$ cat src/rtl/cpu_seq_pkg.sv
// cpu_seq_pkg: shared types and default widths for the cpu_seq run controller.
//   seq_state_t : controller state encoding (IDLE=0, LOAD=1, RUN=2, HALT=3)
//   DW_DEF      : default instruction/data word width
//   PW_DEF      : default program counter / ROM address width
//   CW_DEF      : default run cycle counter width
package cpu_seq_pkg;

    typedef enum logic [1:0] {
        S_IDLE = 2'd0,
        S_LOAD = 2'd1,
        S_RUN  = 2'd2,
        S_HALT = 2'd3
    } seq_state_t;

    localparam int DW_DEF = 16;
    localparam int PW_DEF = 15;
    localparam int CW_DEF = 32;

endpackage

$ cat src/rtl/cpu_halt_det.sv
// cpu_halt_det: detects the terminal jump loop of a running Hack program.
// Keeps the last two program counter values. Once two run cycles of history
// exist, a cycle whose pc equals the pc of two cycles earlier is a loop match
// (covers both the 2-cycle "@n; 0;JMP" loop and a 1-cycle self loop).
// HALT_CNT consecutive matches raise halt on the last matching cycle.
// Ports:
//   clk50m : system clock, rising edge
//   rst    : asynchronous active-high reset
//   clr    : clears warm-up and match counters (run entry)
//   en     : cpu is running this cycle; history advances
//   pc     : cpu program counter
//   halt   : combinational halt decision for this cycle
module cpu_halt_det #(
    parameter int PW       = 15,
    parameter int HALT_CNT = 8
) (
    input  logic          clk50m,
    input  logic          rst,
    input  logic          clr,
    input  logic          en,
    input  logic [PW-1:0] pc,
    output logic          halt
);

    localparam int HCW = $clog2(HALT_CNT + 1);
    localparam logic [HCW-1:0] LAST_MATCH = HCW'(HALT_CNT - 1);

    logic [PW-1:0]  pc_d1_q, pc_d1_d;
    logic [PW-1:0]  pc_d2_q, pc_d2_d;
    logic [1:0]     warm_q, warm_d;
    logic [HCW-1:0] cnt_q, cnt_d;
    logic           match;

    // NOTE: every signal gets a default at the top of always_comb so no path
    // leaves it unassigned; otherwise synthesis infers a latch.
    always_comb begin
        pc_d1_d = pc_d1_q;
        pc_d2_d = pc_d2_q;
        warm_d  = warm_q;
        cnt_d   = cnt_q;
        match   = en && (warm_q == 2'd2) && (pc == pc_d2_q);
        halt    = match && (cnt_q == LAST_MATCH);
        if (clr) begin
            warm_d = '0;
            cnt_d  = '0;
        end else if (en) begin
            pc_d1_d = pc;
            pc_d2_d = pc_d1_q;
            if (warm_q != 2'd2) warm_d = warm_q + 2'd1;
            cnt_d = match ? cnt_q + HCW'(1) : '0;
        end
    end

    // NOTE: state registers use non-blocking assignments so every flop samples
    // the pre-edge values, independent of statement order.
    always_ff @(posedge clk50m or posedge rst) begin
        if (rst) begin
            pc_d1_q <= '0;
            pc_d2_q <= '0;
            warm_q  <= '0;
            cnt_q   <= '0;
        end else begin
            pc_d1_q <= pc_d1_d;
            pc_d2_q <= pc_d2_d;
            warm_q  <= warm_d;
            cnt_q   <= cnt_d;
        end
    end

endmodule

$ cat src/rtl/cpu_seq.sv
// cpu_seq: run controller for a Hack-style cpu core and its instruction ROM.
// Streams a program image into the ROM write port, releases the cpu from
// reset, counts run cycles and parks the cpu in reset once the terminal jump
// loop is seen (or on abort).
// Optional feature macro: CPU_SEQ_WDOG_EN adds a run-cycle watchdog
// (ports wdog_limit, timeout).
// Ports:
//   clk50m, rst              : clock, asynchronous active-high reset
//   start, reload, abort     : host control
//   ld_valid/ld_data/ld_last : image stream in, ld_ready back-pressure out
//   rom_we/rom_addr/rom_wdata: ROM write port
//   cpu_rst_n                : cpu reset, active-low, high only in RUN
//   pc                       : cpu program counter
//   state, halted, cycles    : status readout
//   wdog_limit, timeout      : watchdog (CPU_SEQ_WDOG_EN only)
module cpu_seq
    import cpu_seq_pkg::*;
#(
    parameter int DW       = DW_DEF,
    parameter int PW       = PW_DEF,
    parameter int HALT_CNT = 8,
    parameter int CW       = CW_DEF
) (
    input  logic          clk50m,
    input  logic          rst,
    input  logic          start,
    input  logic          reload,
    input  logic          abort,
    input  logic          ld_valid,
    input  logic [DW-1:0] ld_data,
    input  logic          ld_last,
    output logic          ld_ready,
    output logic          rom_we,
    output logic [PW-1:0] rom_addr,
    output logic [DW-1:0] rom_wdata,
    output logic          cpu_rst_n,
    input  logic [PW-1:0] pc,
    output logic [1:0]    state,
    output logic          halted,
    output logic [CW-1:0] cycles
`ifdef CPU_SEQ_WDOG_EN
    ,
    input  logic [CW-1:0] wdog_limit,
    output logic          timeout
`endif
);

    seq_state_t    state_q, state_d;
    logic [PW-1:0] ld_addr_q, ld_addr_d;
    logic [CW-1:0] cycles_q, cycles_d;
    logic          enter_run;
    logic          wd_fire;
    logic          det_halt;

`ifdef CPU_SEQ_WDOG_EN
    logic          timeout_q, timeout_d;
`endif

    assign cpu_rst_n = (state_q == S_RUN);
    assign halted    = (state_q == S_HALT);
    assign ld_ready  = (state_q == S_LOAD);
    assign rom_we    = ld_valid & ld_ready;
    assign rom_addr  = ld_addr_q;
    assign rom_wdata = ld_data;
    assign state     = state_q;
    assign cycles    = cycles_q;

    cpu_halt_det #(
        .PW       (PW),
        .HALT_CNT (HALT_CNT)
    ) u_halt_det (
        .clk50m (clk50m),
        .rst    (rst),
        .clr    (enter_run),
        .en     (state_q == S_RUN),
        .pc     (pc),
        .halt   (det_halt)
    );

    always_comb begin
        state_d   = state_q;
        ld_addr_d = ld_addr_q;
        cycles_d  = cycles_q;
        enter_run = 1'b0;
        wd_fire   = 1'b0;
`ifdef CPU_SEQ_WDOG_EN
        timeout_d = timeout_q;
        wd_fire   = (state_q == S_RUN) && (wdog_limit != '0) && (cycles_q == wdog_limit);
`endif
        unique case (state_q)
            S_IDLE, S_HALT: begin
                if (start) begin
`ifdef CPU_SEQ_WDOG_EN
                    timeout_d = 1'b0;
`endif
                    if (reload) begin
                        state_d   = S_LOAD;
                        ld_addr_d = '0;
                    end else begin
                        enter_run = 1'b1;
                    end
                end
            end
            S_LOAD: begin
                // The address wraps to 0 naturally after the last ROM word.
                if (rom_we) ld_addr_d = ld_addr_q + PW'(1);
                if (abort) state_d = S_HALT;
                else if (rom_we && (ld_last || ld_addr_q == '1)) enter_run = 1'b1;
            end
            S_RUN: begin
                // On a watchdog expiry cycles already equals the limit; hold it.
                if (!wd_fire && cycles_q != '1) cycles_d = cycles_q + CW'(1);
                if (abort) begin
                    state_d = S_HALT;
                end else if (wd_fire) begin
                    state_d = S_HALT;
`ifdef CPU_SEQ_WDOG_EN
                    timeout_d = 1'b1;
`endif
                end else if (det_halt) begin
                    state_d = S_HALT;
                end
            end
            default: state_d = S_IDLE;
        endcase
        if (enter_run) begin
            state_d  = S_RUN;
            cycles_d = '0;
        end
    end

    always_ff @(posedge clk50m or posedge rst) begin
        if (rst) begin
            state_q   <= S_IDLE;
            ld_addr_q <= '0;
            cycles_q  <= '0;
        end else begin
            state_q   <= state_d;
            ld_addr_q <= ld_addr_d;
            cycles_q  <= cycles_d;
        end
    end

`ifdef CPU_SEQ_WDOG_EN
    always_ff @(posedge clk50m or posedge rst) begin
        if (rst) timeout_q <= 1'b0;
        else     timeout_q <= timeout_d;
    end
    assign timeout = timeout_q;
`endif

endmodule

$ cat config.mk
export PLATFORM = sky130hd
export DESIGN_NAME = cpu_seq
export DESIGN_NICKNAME = d
export VERILOG_FILES = /design/src/rtl/cpu_seq_pkg.sv /design/src/rtl/cpu_halt_det.sv /design/src/rtl/cpu_seq.sv
export SDC_FILE = /design/constraint.sdc
export NUM_CORES = 1
export LEC_CHECK = 0
export ABC_AREA = 1
export ABC_CLOCK_PERIOD_IN_PS = 3600
export CAP_MARGIN = 20
export CORE_AREA = 2 2 124 126
export CTS_CLUSTER_SIZE = 20
export DETAILED_ROUTE_END_ITERATION = 12
export DIE_AREA = 0 0 126 128
export PLACE_DENSITY_LB_ADDON = 0.12
export SYNTH_ARGS = -nofsm -noshare
export SYNTH_HDL_FRONTEND = slang
export SYNTH_SLANG_ARGS = --single-unit
$ cat constraint.sdc
create_clock -name clk50m -period 3.6 [get_ports clk50m]
set_input_delay 0.54 -clock clk50m [delete_from_list [all_inputs] [get_ports clk50m]]
set_output_delay 0.54 -clock clk50m [all_outputs]
set_load 0.005 [all_outputs]
==> reports/qor.yml, run 1 <==
skew_ns: 0.00555
synth_ff_type: "dfrtp_1"
initial_core_util_pct: 34.0
power_leakage_nw: 2.82
ios: 107
post-cts-setup-buffers: 0
holdCritPathClass: "flop to flop"
cts_sinks: 85
regArea_mm2: 0.00213
dp_cells: 928
avgSynthCellArea_um2: 7.29
grt_pass1_vias: 4381
swShare_pct: 36.2
drive_above_1_share_pct: 5.95
synth_edf_count: 0
cts_root_buf: "clkbuf_16"
syn2layout_area_growth_pct: 22.3
period_minus_slack_ns: 2.43
multi_input_area_mm2: 0.00238
hold_viol_final: 0
fin_tns_setup_ns: 0
cts_buffers: 9
holdBufCountCts: 0
fin_area_mm2: 0.00618
p_seq_share_pct: 38.3
drv_slew: 0
max_freq_mhz: 412
async_flop_share_pct: 100
die_w_um: 126
drtAntennaViolNets: 0
cellInternalPower_w: 0.00227
arrival_ns: 2.62
crit_type: "flop to flop"
synth-seq-area-share_pct: 42.1
ys_top_cells_by_area: "dfrtp_1 (42%), nand2_1 (18%), inv_1 (6.3%), o21ai_0 (5.6%), nor2_1 (5.5%)"
synth_top_area_share_pct: 42.1
powerDensity_mw_per_mm2: 576
synth_seq_cells: 85
required_ns: 3.79
clk_pin_slew_ns: 0.06
gp_congestion: 0.828
vias_per_cell: 4.68
n_antenna_cell: 0
grt_max_degree: 61
period_share_pct: 67.5
wire_per_inst_um: 13.4
post_cts_resized: 0
worst_pin_slew_ns: 0.667
drt_wl_total_mm: 12.6
n_fill_cell: 1563
cts_tree: "built"
die_h_um: 128
vias: 4414
synth.largest_area_cell: "dfrtp_1"
clk_latency_ns: 0.34
nNetsFinal: 796
final_cells: 944
portBuffers: 74
p_sw_w: 0.00129
rsz0062_at_grt: "no"
post-route-drc-count: 0
critPathLaunchType: "flop"
grt_usage_pct: 16.5
grt_pass1_wl_mm: 21.4
syn_area_mm2: 0.00505
dpl-instance-area_mm2: 0.00585
dp_hpwl_mm: 9.33
critPathMaxFanout: 60
pwr-share-comb_pct: 32.9
dpl_worst_slack_ns: 1.18
antenna_found_initial: 0
synth_cells: 693
gr-total-overflow: 0
cap_violations: 0
setup_violations: 0
dr.pass1.iters: 4
htree_levels: 3
cts_buffer_depth: 2
syn_nets: 738
core_mm2: 0.0149
rows: 45
ys_types: 35
setup_ws_ns: 1.17
status: "complete, no violations"
yosysWarnings: 0
die_area_mm2: 0.0161
slew_headroom_pct: 55.5
clkPwrFrac_pct: 28.9
drt-initial-drc-count: 198
max-vdd-ir-drop_uv: 367
worst_setup_path_end_kind: "flop"
## sequential cells by signal (all words and copies together) (netlist names)
signal,flops
state,2
u_halt_det.cnt_q,4
u_halt_det.warm_q,2
rom_addr,15
u_halt_det.pc_d1_q,15
cycles,32
u_halt_det.pc_d2_q,15
## per-stage QoR
stage,util (%),hold WS (ns),power [W]
floorplan,-,0.442,0.00223
global placement,39.4,0.455,0.00254
detailed placement,39.4,0.463,0.00257
CTS,41.6,0.477,0.00363
global route,41.6,0.507,0.00385
finish,41.6,0.475,0.00356
## routing by layer
layer,global-route usage [%],vias up,part of all wire [%]
met1,20.8,2048,46
li1,-,2265,-
met4,5.88,0,2.0
met5,0,-,0
met3,3.92,21,3.7
met2,27.7,80,48
## worst max-delay path, cell delays in order (launching register included)
cell	delay, ns
dfrtp_1	0.50
ha_1	0.31
nand2_1	0.12
nor3_2	0.23
nand3_1	0.12
nor2_1	0.14
nand4_2	0.15
nand2_4	0.52
o21ai_0	0.18
## synthesized netlist by cell type (all sizes together), types with 2 or more instances
cell type and n:
xor2 24, a31oi 2, nand4 9, nor3 5
nor2 76, inv 86, nand3 20, nor4 2
dfrtp 85, clkbuf 7, o21bai 3, a21oi 12
ha 7, o21ai 76, or2 2, buf 25
xnor2 9, nand2 238, o31ai 2
## power by group through the flow
stage               combinational [W]  clock [W]  sequential [W]
finish                        0.00117    0.00103         0.00136
global route                  0.00135    0.00110         0.00140
CTS                           0.00120    0.00106         0.00136
detailed placement            0.00119          0         0.00138
global placement              0.00117          0         0.00137
floorplan                    0.000890          0         0.00134
## final cells by class
class                           instances  share of cell area, %
Multi-Input combinational cell        490                   38.4
Clock buffer                           13                   4.21
Tap cell                              188                   3.81
Clock inverter                          3                   1.09
Inverter                               86                   5.24
Timing Repair Buffer                   79                   12.8
Sequential cell                        85                   34.4
## cells by family (layout without fill, tap and decap cells)
kind of cell,Yosys count,count (layout),share of synthesized area [%]
AOI/OAI and AO/OA,97,97,11.2
and+or+nand+nor,353,353,28.4
adders and majority gates,7,7,1.73
buffers and inverters,118,181,10.9
DFF,85,85,42.1
xor gates and xnor gates,33,33,5.72
## placed cells by master (no fill, tap or decap), types with 12 or more instances in the layout
cell type,synthesis,layout
nor2_1,74,74
inv_1,85,84
o21ai_2,15,15
nand3_1,19,19
a21oi_1,12,12
o21ai_0,57,57
nand2_1,236,236
dfrtp_1,85,85
clkdlybuf4s50_1,0,74
xor2_1,24,24
## path summary, 6_finish.rpt
kind                                                   startpoint                                 to  slack, ns  cells after the start
min in group asynchronous                                     rst           rom_addr[14]$_DFFE_PP0P_       0.60                      2
max in group asynchronous                                     rst  u_halt_det.pc_d2_q[4]$_DFFE_PP0P_       2.32                      3
worst min register to register  u_halt_det.pc_d1_q[7]$_DFFE_PP0P_  u_halt_det.pc_d1_q[7]$_DFFE_PP0P_       0.48                      2
worst min-delay path            u_halt_det.pc_d1_q[7]$_DFFE_PP0P_  u_halt_det.pc_d1_q[7]$_DFFE_PP0P_       0.48                      2
worst max register to register              cycles[0]$_DFFE_PP0P_              cycles[7]$_DFFE_PP0P_       1.17                      8
worst max-delay path                        cycles[0]$_DFFE_PP0P_              cycles[7]$_DFFE_PP0P_       1.17                      8
Power figures use the tool's default switching activity.
==> run 2, diff against run 1 <==
- ABC_CLOCK_PERIOD_IN_PS: 3600 -> 2200
- clock period: 3.6 -> 2.2 ns (I/O delays scaled with it)
==> run 2 against run 1 <==
Net effect: sequential cell count is the same; critical path type is now flop to output pin; power rose by 65%; cell area rose by 1.5%; non-clock buffer count increased by 8; largest power group unchanged; utilization increased by 0.63 points; highest routed layer unchanged; hold slack lost 0.078 ns; die area unchanged; via count fell by 0.48%.
==> reports/qor.yml, run 2 (synthesis gave the netlist of run 1 again) <==
status: "complete, no violations"
portBuffers: 74  # unchanged
largest_reg_flops: 32  # unchanged
period_minus_slack_ns: 2.07
crit_family: "buffers and inverters"
grt_usage_pct: 16.1  # -0.38 points
r2r_cells: 7  # -1
grt_pass1_vias: 4374  # -0.16%
vias_per_cell: 4.62  # -1.2%
r2r_slack_ns: 0.28  # -0.89 ns
vias: 4393  # -0.48%
fin_tns_setup_ns: 0  # unchanged
cp_cell_sequence: "inv_1, ha_4, nand2_1, inv_1, clkdlybuf4s50_1"
ios: 107  # unchanged
rows: 45  # unchanged
critPathMaxStageDelay_ns: 0.51  # about the same
cts_root_buf: "clkbuf_16"
r2r-start: "state[1]$_DFFE_PP0P_"
nNetsFinal: 804  # +1.0%
antenna_found_initial: 0  # unchanged
wire_per_inst_um: 12.7  # -4.9%
final_common_cell: "nand2_1"
die_h_um: 128  # unchanged
critPathBufInv: 3  # +3
cp_slowest_cell: "clkdlybuf4s50_1"
period_share_pct: 94.1
grt_max_degree: 53  # -13%
cp_num_cells: 5  # -3
cts_buffer_depth: 2  # unchanged
clk_latency_ns: 0.35  # about the same
n_fill_cell: 1542  # -1.3%
die_area_mm2: 0.0161  # unchanged
initial_core_util_pct: 34.0  # unchanged
cp_common_cell: "inv_1"
cap_violations: 0  # unchanged
critPathLaunchType: "flop"
gp_congestion: 0.875  # +5.7%
max_freq_mhz: 483
gr-total-overflow: 0  # unchanged
rsz0062_at_grt: "no"
max-vdd-ir-drop_uv: 544  # +48%
crit_path_end: "rom_we"
critPathMaxFanout: 6  # -90%
cts_sinks: 85  # unchanged
holdCritPathClass: "input pin to asynchronous set/reset pin"
layout_common_cells: "nand2_1 (236), inv_1 (84), dfrtp_1 (84), clkdlybuf4s50_1 (74), nor2_1 (73)"
dp_hpwl_mm: 9.19  # -1.5%
powerDensity_mw_per_mm2: 934  # +62%
setup_violations: 0  # unchanged
hold_viol_final: 0  # unchanged
htree_levels: 3  # unchanged
drv_slew: 0  # unchanged
crit_type: "flop to output pin"
cts_tree: "built"
hold-worst-slack_ns: 0.398  # -0.0779 ns
drt_wl_total_mm: 12.1  # -4.2%
dp_cells: 936  # +0.86%
dr.pass1.iters: 4  # unchanged
power_leakage_nw: 2.87  # +1.4%
skew_ns: 0.00748  # +0.00193 ns
final_cells: 951  # +0.74%
arrival_ns: 1.74  # -0.88 ns
core_mm2: 0.0149  # unchanged
drive_above_1_share_pct: 7.60  # +1.6 points
drt-initial-drc-count: 296  # +49%
slew_headroom_pct: 72.0  # +17 points
cts_buffers: 9  # unchanged
post-route-drc-count: 0  # unchanged
drtAntennaViolNets: 0  # unchanged
crit_start: "state[1]$_DFFE_PP0P_"
fin_util_pct: 42.2  # +0.63 points
syn2layout_area_growth_pct: 24.1
clk_pin_slew_ns: 0.06  # about the same
die_w_um: 126  # unchanged
worst_setup_path_end_kind: "output pin"
required_ns: 1.87  # -1.92 ns
r2r-end: "cycles[16]$_DFFE_PP0P_"
holdBufCountCts: 0  # unchanged
n_antenna_cell: 0  # unchanged
worst_pin_slew_ns: 0.416  # -0.251 ns
grt_pass1_wl_mm: 21.0  # -2.1%
==> run 2: changes by cell type in the layout (fill, tap and decap cells not counted), moves of 2 or more <==
cell,previous run,this run
clkbuf_1,2,0
buf_12,1,4
buf_4,4,9
o21ai_1,4,6
o21ai_0,57,55
==> run 2: cell type report <==
cell class / count / area [µm²] / area share (%)
clock inverter: 4 / 47.5 / 0.758
clock buffer: 11 / 253 / 4.03
multi-input combinational: 490 / 2400 / 38.2
timing repair buffer: 87 / 888 / 14.2
tap: 188 / 235 / 3.75
sequential: 85 / 2130 / 33.9
inverter: 86 / 327 / 5.20
==> run 2: through the flow <==
| stage | power, W | setup WS [ns] | cell area (µm²) |
|---|---|---|---|
| global route | 0.00635 | 0.0351 | 6270 |
| detailed placement | 0.00433 | 0.0623 | 5950 |
| finish | 0.00586 | 0.129 | 6270 |
| CTS | 0.00593 | 0.0409 | 6260 |
| global placement | 0.00428 | 0.157 | 5950 |
| floorplan | 0.00364 | 0.416 | 5060 |
==> run 2: routing by layer <==
metal	GRT usage [%]	wire length, µm	vias up
met3	2.75	402	15
met2	26.8	5780	76
met4	6.46	220	0
met5	0	0	-
li1	-	-	2278
met1	21.0	5680	2024
==> run 2: worst register-to-register path, cell delays in order (launching register included) <==
cell	delay, ns
dfrtp_2	0.44
ha_1	0.24
inv_1	0.10
buf_4	0.32
nand3_2	0.22
nand2_4	0.15
buf_12	0.20
o21ai_0	0.12
==> run 2: worst min path at each step <==
stage	startpoint	to
2_1_floorplan	u_halt_det.pc_d1_q[14]$_DFFE_PP0P_	u_halt_det.pc_d1_q[14]$_DFFE_PP0P_
3_3_place_gp	u_halt_det.pc_d1_q[7]$_DFFE_PP0P_	u_halt_det.pc_d1_q[7]$_DFFE_PP0P_
3_5_place_dp	u_halt_det.pc_d1_q[7]$_DFFE_PP0P_	u_halt_det.pc_d1_q[7]$_DFFE_PP0P_
4_1_cts	rst	rom_addr[8]$_DFFE_PP0P_
5_1_grt	rst	rom_addr[12]$_DFFE_PP0P_
6_report	rst	rom_addr[12]$_DFFE_PP0P_
==> run 2: repair_timing <==
item,in CTS,in global routing
resized for setup,1,6
setup buffers,0,0
cloned,0,0
endpoints found under the setup margin,1,5
endpoints found under the hold margin,0,0
==> run 2: power breakdown <==
group | internal, W | total (W) | switching (W)
clock | 0.000932 | 0.00158 | 0.000644
sequential | 0.00195 | 0.00220 | 0.000252
combinational | 0.000840 | 0.00208 | 0.00124
